<file path="src/rtl/mem_arb.sv">
// mem_arb -- shares one single-ported, multi-cycle memory between the fetch
// port (if_*) and the data port (dm_*).
//
// Requests are level-held by the requester until its done strobe. The arbiter
// grants one access from IDLE. Data has priority over fetch. For each access it
// drives a one-cycle mem_en issue pulse, waits in a BUSY state for mem_done, and
// then spends one RESP cycle returning the done strobe and read data.
//
// Ports
//   clk, rst                       clock, asynchronous active-high reset
//   if_rd, if_addr                 fetch request (level) and byte address
//   if_rdata, if_stall, if_done    fetch response data, stall, done strobe
//   dm_rd, dm_wr, dm_addr, dm_wdata data request (level), address, write data
//   dm_rdata, dm_stall, dm_done    data response data, stall, done strobe
//   mem_en, mem_wr, mem_addr, mem_wdata  memory issue (en is a pulse, rest held)
//   mem_rdata, mem_done            memory read data and completion pulse
//   err                            sticky fault flag (protocol fault or timeout)
module mem_arb #(
  parameter int TIMEOUT = 16  // BUSY cycles allowed before abort, 2..255
) (
  input  logic        clk,
  input  logic        rst,
  input  logic        if_rd,
  input  logic [15:0] if_addr,
  output logic [15:0] if_rdata,
  output logic        if_stall,
  output logic        if_done,
  input  logic        dm_rd,
  input  logic        dm_wr,
  input  logic [15:0] dm_addr,
  input  logic [15:0] dm_wdata,
  output logic [15:0] dm_rdata,
  output logic        dm_stall,
  output logic        dm_done,
  output logic        mem_en,
  output logic        mem_wr,
  output logic [15:0] mem_addr,
  output logic [15:0] mem_wdata,
  input  logic [15:0] mem_rdata,
  input  logic        mem_done,
  output logic        err
);

  typedef enum logic [1:0] {
    IDLE    = 2'd0,
    IF_BUSY = 2'd1,
    DM_BUSY = 2'd2,
    RESP    = 2'd3
  } state_t;

  localparam logic [7:0] TMO_LAST = 8'(TIMEOUT - 1);

  state_t      state, state_n;
  logic [7:0]  cnt;
  logic        gnt_dm;    // granted side of the access in flight (1 = data)
  logic        rd_q;      // access in flight is a read

  // next-state / grant decode
  logic        grant;
  logic        gnt_dm_n;
  logic        fault;
  logic [15:0] g_addr;
  logic        tmo;
  logic        enter_resp;
  logic        resp_dm;
  logic        resp_rd;
  logic [15:0] resp_data;

  // ---------------------------------------------------------------------------
  // State register
  // ---------------------------------------------------------------------------
  always_ff @(posedge clk or posedge rst) begin
    if (rst) state <= IDLE;
    else     state <= state_n;
  end

  // ---------------------------------------------------------------------------
  // Next-state and response decode
  // ---------------------------------------------------------------------------
  always_comb begin
    state_n   = state;
    grant     = 1'b0;
    gnt_dm_n  = 1'b0;
    fault     = 1'b0;
    g_addr    = if_addr;
    tmo       = 1'b0;
    resp_dm   = gnt_dm;
    resp_rd   = rd_q;
    resp_data = '0;

    case (state)
      IDLE: begin
        if (dm_rd | dm_wr) begin
          grant    = 1'b1;
          gnt_dm_n = 1'b1;
          g_addr   = dm_addr;
          fault    = (dm_rd & dm_wr) | dm_addr[0];
        end else if (if_rd) begin
          grant    = 1'b1;
          fault    = if_addr[0];
        end
        if (grant) begin
          // A faulted grant never reaches memory; it answers with zero data
          // straight from RESP.
          state_n = fault ? RESP : (gnt_dm_n ? DM_BUSY : IF_BUSY);
          resp_dm = gnt_dm_n;
          resp_rd = gnt_dm_n ? dm_rd : 1'b1;
        end
      end
      IF_BUSY, DM_BUSY: begin
        if (mem_done) begin
          state_n   = RESP;
          resp_data = mem_rdata;
        end else if (cnt == TMO_LAST) begin
          state_n = RESP;
          tmo     = 1'b1;
        end
      end
      RESP: state_n = IDLE;  // requests are deliberately not looked at here
      default: state_n = IDLE;
    endcase

    enter_resp = (state_n == RESP) && (state != RESP);
  end

  // ---------------------------------------------------------------------------
  // Datapath registers
  // ---------------------------------------------------------------------------
  always_ff @(posedge clk or posedge rst) begin
    if (rst) begin
      cnt       <= '0;
      gnt_dm    <= 1'b0;
      rd_q      <= 1'b0;
      mem_en    <= 1'b0;
      mem_wr    <= 1'b0;
      mem_addr  <= '0;
      mem_wdata <= '0;
      if_done   <= 1'b0;
      dm_done   <= 1'b0;
      if_rdata  <= '0;
      dm_rdata  <= '0;
      err       <= 1'b0;
    end else begin
      // issue pulse covers only the first BUSY cycle
      mem_en <= grant & ~fault;

      if (grant) begin
        cnt       <= '0;
        gnt_dm    <= gnt_dm_n;
        rd_q      <= ~(gnt_dm_n & dm_wr);
        mem_wr    <= gnt_dm_n & dm_wr;
        mem_addr  <= g_addr;
        mem_wdata <= gnt_dm_n ? dm_wdata : '0;
      end else if (state == IF_BUSY || state == DM_BUSY) begin
        cnt <= cnt + 8'd1;
      end

      if ((grant & fault) | tmo) err <= 1'b1;

      if_done <= enter_resp & ~resp_dm;
      dm_done <= enter_resp &  resp_dm;

      // Writes leave the previous load data visible on dm_rdata.
      if (enter_resp && resp_rd) begin
        if (resp_dm) dm_rdata <= resp_data;
        else         if_rdata <= resp_data;
      end
    end
  end

  assign if_stall = if_rd & ~if_done;
  assign dm_stall = (dm_rd | dm_wr) & ~dm_done;

endmodule
</file>
<file path="config.mk">
export PLATFORM = sky130hd
export DESIGN_NAME = mem_arb
export DESIGN_NICKNAME = d
export VERILOG_FILES = /design/src/rtl/mem_arb.sv
export SDC_FILE = /design/constraint.sdc
export NUM_CORES = 1
export LEC_CHECK = 0
export CAP_MARGIN = 5
export CELL_PAD_IN_SITES_DETAIL_PLACEMENT = 0
export CELL_PAD_IN_SITES_GLOBAL_PLACEMENT = 1
export CORE_MARGIN = 3
export CORE_UTILIZATION = 34
export CTS_BUF_LIST = sky130_fd_sc_hd__clkbuf_4
export CTS_CLUSTER_SIZE = 20
export DETAILED_ROUTE_END_ITERATION = 16
export GPL_TIMING_DRIVEN = 0
export PLACE_DENSITY_LB_ADDON = 0.1
export SLEW_MARGIN = 20
export SYNTH_ARGS = -nofsm -noshare
export SYNTH_HDL_FRONTEND = slang
export SYNTH_SLANG_ARGS = --single-unit
</file>
<file path="constraint.sdc">
create_clock -name clk -period 3.6 [get_ports clk]
set_clock_uncertainty 0.15 [all_clocks]
set_input_delay 1.08 -clock clk [delete_from_list [all_inputs] [get_ports clk]]
set_output_delay 1.08 -clock clk [all_outputs]
set_load 0.05 [all_outputs]
</file>
Word-level counts from Yosys, hierarchy flattened
Index checks and enable logic that the tools add are counted.

Output and inout bits: 71. Word-level logic and storage cells: 76. Input port bits: 70. Bits in registers: 81.

Reductions and logical operators: 8. Add/subtract/negate cells: 1. Eq/ne operators: 6. Bitwise logic cells: 16. Mux-type cells: 32.

Operator list (count): $mux 16 (5); $mux 1 (19); $mux 8 (2); $mux 2 (5); $add 8x1->8 const B (1); $and 1x1->1 (8); $eq 8x4->1 const B (1); $eq 2x2->1 const B (3); $pmux 2 s3 (1); $not 1->1 (5); $reduce_and 2->1 (2); $or 1x1->1 (3); $eq 2x1->1 const B (1); $logic_and 1x1->1 (2); $logic_not 2->1 (1); $ne 2x2->1 const B (1); $reduce_bool 2->1 (1); $reduce_or 2->1 (1); $logic_or 1x1->1 (1).

Depth between registers and ports, before layout
Depth in word-level cells: 11. Gate-level depth with buffers: 8. Depth with buffers taken out: 7.

Least setup slack after synthesis
No wires, ideal clock.

Path type: input-to-output. Start point: input dm_wr. End point: output dm_stall. Path buffers: 2. Cell stages on the path: 4. Setup slack: 0.083 ns. Required time: 2.370 ns. Arrival: 2.287 ns. Path through: clkbuf_1 > nor2_1 > clkbuf_1 > nor2_1.

Cells in the longest elaborated chain, start to end: 2.

RTL lines: start, declared (line 29) `input logic dm_wr,`; $or 1x1->1 (line 172) `assign dm_stall = (dm_rd | dm_wr) & ~dm_done;`; $and 1x1->1 (line 172); end, declared (line 33) `output logic dm_stall,`.

Every way passes these cells.

Final worst setup path
Start point: input if_rd. End point: output if_stall.

Cells in the longest elaborated chain, start to end: 1.

RTL lines: start, declared (line 23) `input logic if_rd,`; $and 1x1->1 (line 171) `assign if_stall = if_rd & ~if_done;`; end, declared (line 26) `output logic if_stall,`.

Every way passes these cells.

==> flow_summary.yaml <==
run_status:
  outcome: "complete, no violations"
floorplan:
  die_w_um: 107
  dieArea_um2: 11400
  start_util_pct: 35.2
  die_height_um: 107
  ios: 141
  std_cell_rows: 36
  coreArea_um2: 9820
timing:
  max_slew.worst_pin.slew_ns: 0.702
  maxSlewHeadroom_pct: 52.9
  slew_viol_final: 0
  hold_viol_final: 0
  fmax_mhz: 296
  rsz0062_at_grt: "false"
  fin_crit_ns: 3.38
  finalSetupViolCount: 0
  finalCritPeriodShare_pct: 93.9
cts:
  hold_buffers: 0
  cts.sinks: 81
  htree_levels: 3
  cts_tree: "built"
  numCtsBuffers: 9
  cts.clk_slew.worst_paths_ns: 0.12
  clk_path_buf_depth: 2
  clockRootBuffer: "clkbuf_4"
  clk_latency_ns: 0.42
cells_and_area:
  final_cell_mix: "135 x clkdlybuf4s50_1, 81 x dfrtp_1, 32 x mux2_2, 28 x nor2_1"
  fin_util_pct: 52.4
  instances_no_fill: 579
  nNetsFinal: 515
  layout_commonest_cell: "clkdlybuf4s50_1"
  area.growth.synth_to_final_pct: 48.8
  num_antenna_cells: 0
  final_cell_area_um2: 5140
  drive_gt1_share_pct: 13.0
synth:
  synth_edf_count: 0
  yosysSeqAreaShare_pct: 58.6
  synthCells: 291
  yosys_warnings: 0
  avgSynthCellArea_um2: 11.9
  synth_ff_type: "dfrtp_1"
  synth_top_area_cell: "dfrtp_1"
  syn-num-nets: 364
  syn_area_um2: 3460
  synth_seq_cells: 81
  synth_top_area_share_pct: 58.6
  synthArstFlopShare_pct: 100
  ys_types: 37
  synthTopCellsByArea: "dfrtp_1 59%, mux2_2 10%, a22o_1 4.3%, nor2_1 3.1%, and3_1 3.1%"
critical_path:
  endpoint_kind: "primary output"
  r2r-start: "cnt[0]"
  max_stage_delay_ns: 0.55
  r2r_setup_slack_ns: 0.59
  startpoint_type: "input pin"
  path_cells: "clkbuf_1, nor2b_1, dlygate4sd2_1"
  crit_fanout: 9
  worst-r2r-cell-count: 7
  critPathLaunch: "if_rd"
  cp_num_cells: 3
  cp.arrival_ns: 2.15
  cp-endpoint: "if_stall"
  worst-endpoint-required_ns: 2.37
  reg2reg_to: "dm_rdata[12]"
  critPathKind: "in -> out"
  crit_slowest_cell: "dlygate4sd2_1"
  critPathBufInv: 2
  critPathTopFamily: "buffers and inverters"
detailed_routing:
  drt_iter0_markers: 162
  via_per_inst: 4.84
  postRouteAntennaNets: 0
  finalWirelength_um: 9040
  wire_per_inst_um: 15.6
  vias: 2803
  dr.pass1.iters: 4
  drc_errors: 0
placed_design:
  placement.io_buffers: 138
  place_area_um2: 5030
  gp_congestion: 0.753
  dp_hpwl_um: 6460
  place_inst: 563
grt:
  grt_max_degree: 43
  grt_pass1_vias: 2924
  grt_pass1_wl_um: 14900
  antenna_found_initial: 0
  grtUsageTotal_pct: 16.5
  gr-total-overflow: 0
power:
  irDropWorstVdd_uv: 377
  powerDensity_nw_per_um2: 902
  p_leak_nw: 2.26
worst_hold_path:
  min_path_type: "reg -> reg"
flow_run:
  maxCapViolations: 0
cells in the mapped netlist (4+ instances only):
library cell	count
inv_1	6
mux2_2	32
o21ai_0	9
nor2b_1	4
nand2_1	14
nor2_1	29
a22o_1	17
a21oi_1	15
mux2i_1	5
dfrtp_1	81
xor2_1	4
and3_1	17
clkbuf_1	13
o22ai_1	12
stage by stage:
stage               hold slack, ns  power, mW  setup TNS [ns]  setup slack [ns]
floorplan                    0.323       3.30               0            0.0828
global placement             0.299       4.21          -93.49             -1.12
detailed placement           0.312       4.24           -3.55            -0.969
CTS                          0.343       4.70               0             0.200
global route                 0.378       4.94               0             0.161
finish                       0.342       4.64               0             0.218
logic make-up after synthesis:
group | Yosys count | share of synthesized area [%]
AO/OA/AOI/OAI | 64 | 13.0
XOR/XNOR | 5 | 1.27
adder cells (fa/ha/maj) | 3 | 1.09
buffers and inverters | 23 | 2.82
flip-flops | 81 | 58.6
multiplexers | 37 | 11.9
AND/OR/NAND/NOR | 78 | 11.3
cell type report:
| class | count | area, µm² |
|---|---|---|
| Buffer | 17 | 78.8 |
| Clock buffer | 11 | 82.6 |
| Clock inverter | 4 | 21.3 |
| Fill cell | 928 | 4680 |
| Inverter | 6 | 25.0 |
| Multi-Input combinational cell | 187 | 1340 |
| Sequential cell | 81 | 2030 |
| Tap cell | 133 | 166 |
| Timing Repair Buffer | 140 | 1400 |
worst min-delay path by stage:
stage,end,startpoint,cells past startpoint,slack (ns)
2_1_floorplan,rd_q,rd_q,2,0.32
3_3_place_gp,err,err,1,0.30
3_5_place_dp,mem_wr,mem_wr,2,0.31
4_1_cts,mem_wr,mem_wr,2,0.34
5_1_grt,mem_wr,mem_wr,2,0.38
6_report,mem_wr,mem_wr,2,0.34
what timing repair did:
item                       4_1_cts  5_1_grt
setup buffers                    1        0
setup endpoints to repair        2        0
gates resized for setup         11        0
report_power, final:
| group | switching (mW) | internal, mW | total [mW] |
|---|---|---|---|
| Clock | 0.301 | 0.150 | 0.451 |
| Combinational | 1.78 | 0.988 | 2.77 |
| Sequential | 0.178 | 1.24 | 1.42 |
metal layers:
| layer | GRT usage (%) | vias up | share of wire, % |
|---|---|---|---|
| li1 | - | 1349 | - |
| met1 | 23.2 | 1336 | 47 |
| met2 | 23.1 | 110 | 42 |
| met3 | 6.86 | 8 | 9.7 |
| met4 | 5.48 | 0 | 1.0 |
| met5 | 0 | - | 0 |
flip-flops by register name, indices dropped and copies added (netlist names):
register / count
rd_q: 1
mem_en: 1
mem_addr: 16
gnt_dm: 1
if_done: 1
dm_rdata: 16
state: 2
err: 1
dm_done: 1
if_rdata: 16
mem_wdata: 16
mem_wr: 1
cnt: 8
worst min-delay path, cell delays in order (launching register included):
cell and delay [ns]:
dfrtp_1 0.36, nand2_1 0.05, nand2_1 0.05
(Power assumes the default switching activity.)
